**src/rtl/rom_nibble_streamer.sv**
```systemverilog
`timescale 1ns/1ps
// ----------------------------------------------------------------------------
// rom_nibble_streamer
//
// Host-side program loader for the tinysoc ROM-load bus. Holds a program
// image of 2**ADDR_W 16-bit words. On start it pulses the target reset for
// RST_CYCLES cycles, then streams the image one nibble per clock, four
// nibbles per word, least-significant nibble first, word 0 first.
//
// Parameters:
//   ADDR_W      image address width (image holds 2**ADDR_W words)
//   RST_CYCLES  cycles tgt_rst is held high before streaming (1..15)
//
// Ports:
//   clk         system clock, shared with the target
//   rst_n       synchronous active-low reset (also clears the image)
//   wr_en       image write strobe, honoured only while not busy
//   wr_addr     image word address
//   wr_data     image word
//   start       single-cycle load request, ignored while busy
//   tgt_rst     active-high reset to the target (io_in[1])
//   tgt_nibble  nibble to the target (io_in[7:4])
//   busy        load sequence in progress
//   done        sticky completion flag, cleared by the next accepted start
//   checksum    mod-16 sum of all streamed nibbles
//               (only when ROM_STREAMER_CHECKSUM_EN is defined)
// ----------------------------------------------------------------------------
module rom_nibble_streamer #(
   parameter int ADDR_W     = 3,
   parameter int RST_CYCLES = 2
) (
   input  logic              clk,
   input  logic              rst_n,
   input  logic              wr_en,
   input  logic [ADDR_W-1:0] wr_addr,
   input  logic [15:0]       wr_data,
   input  logic              start,
   output logic              tgt_rst,
   output logic [3:0]        tgt_nibble,
   output logic              busy,
   output logic              done
`ifdef ROM_STREAMER_CHECKSUM_EN
   ,
   output logic [3:0]        checksum
`endif
);

   localparam int DEPTH = 2**ADDR_W;
   localparam int POS_W = ADDR_W + 2;
   localparam logic [3:0]       RST_LOAD = 4'(RST_CYCLES - 1);
   localparam logic [POS_W-1:0] POS_ONE  = POS_W'(1);

   typedef enum logic [1:0] {
      IDLE,
      RESET,
      STREAM,
      DONE
   } state_t;

   state_t           state, state_d;
   logic [3:0]       rst_cnt, rst_cnt_d;
   logic [POS_W-1:0] pos, pos_d;
   logic             tgt_rst_d;
   logic [3:0]       nibble_d;
   logic             busy_d;
   logic             done_d;

   logic [15:0]      image [DEPTH];
   logic [15:0]      cur_word;
   logic [3:0]       cur_nibble;

   // Position counter is {word_idx, nib_idx}; nib_idx picks the nibble lane.
   assign cur_word   = image[pos[POS_W-1:2]];
   assign cur_nibble = cur_word[{pos[1:0], 2'b00} +: 4];

   // Image storage. Writes are locked out while a load is running so the
   // stream always reflects the image as it was when start was accepted
   // (a write in the same cycle as start still lands, since busy is low).
   always_ff @(posedge clk) begin
      if (!rst_n) begin
         for (int i = 0; i < DEPTH; i++) begin
            image[i] <= '0;
         end
      end else if (wr_en && !busy) begin
         image[wr_addr] <= wr_data;
      end
   end

   // State and registered outputs.
   always_ff @(posedge clk) begin
      if (!rst_n) begin
         state      <= IDLE;
         rst_cnt    <= '0;
         pos        <= '0;
         tgt_rst    <= 1'b1;
         tgt_nibble <= '0;
         busy       <= 1'b0;
         done       <= 1'b0;
      end else begin
         state      <= state_d;
         rst_cnt    <= rst_cnt_d;
         pos        <= pos_d;
         tgt_rst    <= tgt_rst_d;
         tgt_nibble <= nibble_d;
         busy       <= busy_d;
         done       <= done_d;
      end
   end

   // Next-state and next-output logic. Entering STREAM already drives
   // nibble 0 and points the counter at nibble 1, so the counter wrapping
   // back to zero means the last nibble has just had its cycle on the bus.
   always_comb begin
      state_d   = state;
      rst_cnt_d = rst_cnt;
      pos_d     = pos;
      tgt_rst_d = tgt_rst;
      nibble_d  = tgt_nibble;
      busy_d    = busy;
      done_d    = done;

      case (state)
         IDLE: begin
            if (start) begin
               state_d   = RESET;
               busy_d    = 1'b1;
               done_d    = 1'b0;
               tgt_rst_d = 1'b1;
               rst_cnt_d = RST_LOAD;
            end
         end

         RESET: begin
            if (rst_cnt == 4'd0) begin
               state_d   = STREAM;
               tgt_rst_d = 1'b0;
               nibble_d  = image[0][3:0];
               pos_d     = POS_ONE;
            end else begin
               rst_cnt_d = rst_cnt - 4'd1;
            end
         end

         STREAM: begin
            if (pos == '0) begin
               state_d  = DONE;
               nibble_d = 4'd0;
            end else begin
               nibble_d = cur_nibble;
               pos_d    = pos + POS_ONE;
            end
         end

         DONE: begin
            state_d = IDLE;
            busy_d  = 1'b0;
            done_d  = 1'b1;
         end

         default: begin
            state_d = IDLE;
         end
      endcase
   end

`ifdef ROM_STREAMER_CHECKSUM_EN
   logic [3:0] checksum_d;

   // Every STREAM edge sees exactly one streamed nibble on tgt_nibble
   // (nibble 0 on the first, the last nibble on the wrap edge).
   always_comb begin
      checksum_d = checksum;
      if (state == IDLE && start) begin
         checksum_d = 4'd0;
      end else if (state == STREAM) begin
         checksum_d = checksum + tgt_nibble;
      end
   end

   always_ff @(posedge clk) begin
      if (!rst_n) begin
         checksum <= '0;
      end else begin
         checksum <= checksum_d;
      end
   end
`endif

endmodule

```
**config.mk**
```make
export PLATFORM = sky130hd
export DESIGN_NAME = rom_nibble_streamer
export DESIGN_NICKNAME = d
export VERILOG_FILES = /design/src/rtl/rom_nibble_streamer.sv
export SDC_FILE = /design/constraint.sdc
export NUM_CORES = 1
export LEC_CHECK = 0
export CORE_MARGIN = 1
export CORE_UTILIZATION = 55
export CTS_CLUSTER_DIAMETER = 60
export DETAILED_ROUTE_END_ITERATION = 12
export DONT_BUFFER_PORTS = 1
export PLACE_DENSITY = 0.7
export SLEW_MARGIN = 20
export SYNTH_ARGS = -nofsm -noshare
export SYNTH_HDL_FRONTEND = slang
export SYNTH_SLANG_ARGS = --single-unit
```
**constraint.sdc**
```tcl
create_clock -name clk -period 2.9 [get_ports clk]
set_input_delay 0.435 -clock clk [delete_from_list [all_inputs] [get_ports clk]]
set_output_delay 0.435 -clock clk [all_outputs]
set_load 0.01 [all_outputs]
```
==> impl_metrics.yaml <==
yosys:
  synth_compound_area_share_pct: 6.00
  synth_mux_area_share_pct: 10.2
  netlist-cell-type-count: 39
  synth-edff-count: 128
  synth-seq-cells: 149
  syn_avg_cell_area_um2: 13.2
  synth_ff_type: "edfxtp_1"
  yosysSeqAreaShare_pct: 61.2
  synth_nets: 559
  async_flop_share_pct: 0
  synthAdderAreaFrac_pct: 1.44
  synth_xor_xnor_area_share_pct: 0.629
  syn_inst: 528
  yosysWarnings: 0
  synth_simple_gate_area_share_pct: 17.7
  synth_top_family_by_area: "simple AND/OR/NAND/NOR gates"
  netlist_area_mm2: 0.00696
pwr:
  p_comb_share_pct: 12.3
  switchingPower_mw: 1.30
  p_int_mw: 3.93
  clockPowerShare_pct: 38.1
  p_seq_share_pct: 49.7
  power_leakage_nw: 2.72
  peakVddDrop_v: 0.000563
  switching_share_pct: 24.9
  p_per_area_mw_per_mm2: 678
  finalPower_mw: 5.23
global_routing:
  grt_pass1_wl_um: 23500
  gr-total-overflow: 0
  grt_max_degree: 29
  grtUsageTotal_pct: 25.9
  grt_pass1_vias: 4199
  antenna_found_initial: 0
setup_path:
  worst_setup_path_end_kind: "flip-flop"
  required_ps: 3220
  startpoint_type: "flip-flop"
  crit_arrival_ps: 2710
  cp_max_fo: 12
  worstSetupPathType: "reg2reg"
timing:
  tns_ps: 0
  maxSlewViolCount: 0
  fin_crit_sh_pct: 82.6
  fin_crit_ps: 2390
  finClkSkew_ps: 13.1
  fmax_mhz: 418
  setup_viol: 0
  hold_violations: 0
  layout_setup_ws_ps: 506
  slew_headroom_pct: 32.3
  rsz0062_at_grt: "no"
  tightest_slew_ps: 1010
finish:
  drive_gt1_share_pct: 10.5
  antenna_cells: 0
  num-nets-final: 573
  fin_area_mm2: 0.00770
  stdcell_count: 723
  syn2layout_area_growth_pct: 10.6
status:
  status: "complete, no violations"
clock_tree:
  root_buffer: "clkbuf_16"
  cts_buffers: 17
  cts_setup_buffers: 0
  cts_tree: "done"
  worstSkewPairLatency_ps: 430
  hold_buffers: 0
  clk_pin_slew_ps: 60
  h-tree-depth: 4
  cts_max_path_buffers: 2
  cts_resized: 0
  cts.sinks: 149
place:
  io_buffers: 0
  place.gp.congestion: 0.895
  place_inst: 691
  place_ws_ps: 613
  dp_hpwl_um: 10100
  place_area_mm2: 0.00717
run:
  cap_viol_max_count: 0
die:
  placementRows: 40
  core_mm2: 0.0122
  die_h_um: 115
  die_area_mm2: 0.0131
  fp.dieW_um: 115
  io_pins: 30
  start_util_pct: 57.3
drt:
  routed-via-count: 4166
  viasPerCell: 5.76
  wl_per_cell_um: 21.7
  dr.first_iter.drc_count: 341
  drcViolationCount: 0
  firstDrtPassIters: 5
  finalWirelength_um: 15700
  detail-route-antenna-nets: 0
hold_path:
  holdCritPathClass: "in2reg"
  min_from: "rst_n"
==> cells in the final DEF, fill, tap and decap left out, drive strengths merged, types with 2 or more instances in the layout <==
cell    synthesis  routed
dfxtp          21      21
buf            14      19
a22oi          25      25
nand2          19      19
nor3            4       4
a22o            4       4
and2          132     132
nand3b          3       3
ha              8       8
nor2           19      19
mux2i          53      53
o31ai           2       2
nand2b         10      10
nor4            4       4
inv             8       8
clkinv          0       5
mux4            8       8
edfxtp        128     128
clkbuf         10      27
a21oi          17      17
nor3b           2       2
xor2            4       4
nor2b           6       6
o21ai          14      14
nand3           5       5
==> registers in the layout, indices dropped and copies added, names as in the netlist, named ones only <==
signal,cells
done,1
pos,5
tgt_nibble,4
busy,1
rst_cnt,4
image,128
state,2
tgt_rst,1
==> path summary, 6_finish.rpt <==
kind | slack, ps | cells after the start | to
min reg2reg | 520 | 2 | rst_cnt[1]
max reg2reg | 510 | 5 | tgt_nibble[2]
min | 110 | 1 | tgt_rst
max | 510 | 5 | tgt_nibble[2]
==> routing by layer <==
metal | wire length, µm | up-vias | GRT usage (%)
li1 | - | 1950 | -
met1 | 6390 | 2061 | 31.7
met2 | 7930 | 136 | 44.3
met3 | 1120 | 19 | 7.41
met4 | 221 | 0 | 8.48
met5 | 0 | - | 0
==> final cells by class <==
type                    instances  area (µm²)
inverters                       8        30.0
fillers                       930        4460
clock buffers                  27         513
multi-input cells             347        2500
flip-flops and latches        149        4270
well taps                     168         210
repair buffers                 19         155
clock inverters                 5        22.5
==> power groups by stage <==
stage | clock network (mW) | logic (mW) | registers (mW)
6_report | 1.99 | 0.641 | 2.59
3_3_place_gp | 0 | 0.619 | 2.63
3_5_place_dp | 0 | 0.637 | 2.64
4_1_cts | 2.00 | 0.640 | 2.60
2_1_floorplan | 0 | 0.502 | 2.60
5_1_grt | 2.09 | 0.723 | 2.61
==> cell usage after synthesis (2+ instances only) <==
| library cell | n | area share (%) |
|---|---|---|
| nor2_1 | 16 | 0.86 |
| buf_4 | 2 | 0.22 |
| nor3_1 | 2 | 0.14 |
| o31ai_1 | 2 | 0.22 |
| dfxtp_1 | 21 | 6.0 |
| mux4_2 | 8 | 2.6 |
| nand3_1 | 5 | 0.36 |
| inv_1 | 8 | 0.43 |
| clkbuf_2 | 4 | 0.29 |
| nor2b_1 | 6 | 0.54 |
| buf_6 | 5 | 0.81 |
| xor2_1 | 4 | 0.50 |
| nand3b_1 | 3 | 0.32 |
| edfxtp_1 | 128 | 55 |
| buf_2 | 6 | 0.43 |
| a22o_1 | 4 | 0.50 |
| ha_1 | 8 | 1.4 |
| a22oi_1 | 25 | 2.7 |
| nor4_1 | 4 | 0.36 |
| nor3b_1 | 2 | 0.22 |
| nand2_1 | 19 | 1.0 |
| o21ai_0 | 14 | 1.0 |
| nand2b_1 | 10 | 0.90 |
| and2_1 | 132 | 12 |
| nor2_2 | 3 | 0.27 |
| mux2i_1 | 53 | 7.6 |
| a21oi_1 | 17 | 1.2 |
| clkbuf_1 | 6 | 0.32 |
==> worst max-delay path, stage by stage, from the launching register on <==
cell     delay (ps)
dfxtp_1         580
nor2b_1         860
a22oi_1         260
a21oi_1         280
nor4_1           90
a22o_1          200
==> logic make-up (layout without fill, tap and decap cells) <==
| family | Yosys count | in the layout |
|---|---|---|
| multiplexers | 61 | 61 |
| adder cells (fa/ha/maj) | 8 | 8 |
| AND/OR/NAND/NOR | 208 | 208 |
| XOR/XNOR | 5 | 5 |
| buffers and inverters | 32 | 59 |
| flip-flops | 149 | 149 |
| AO/OA/AOI/OAI | 65 | 65 |
==> per-stage QoR <==
stage | util (%) | hold slack [ps]
floorplan | - | 490
global placement | 58.9 | 501
detailed placement | 58.9 | 514
CTS | 63.3 | 99.2
global route | 63.3 | 116
finish | 63.3 | 109
No activity file was read; power rests on OpenSTA's default activity.
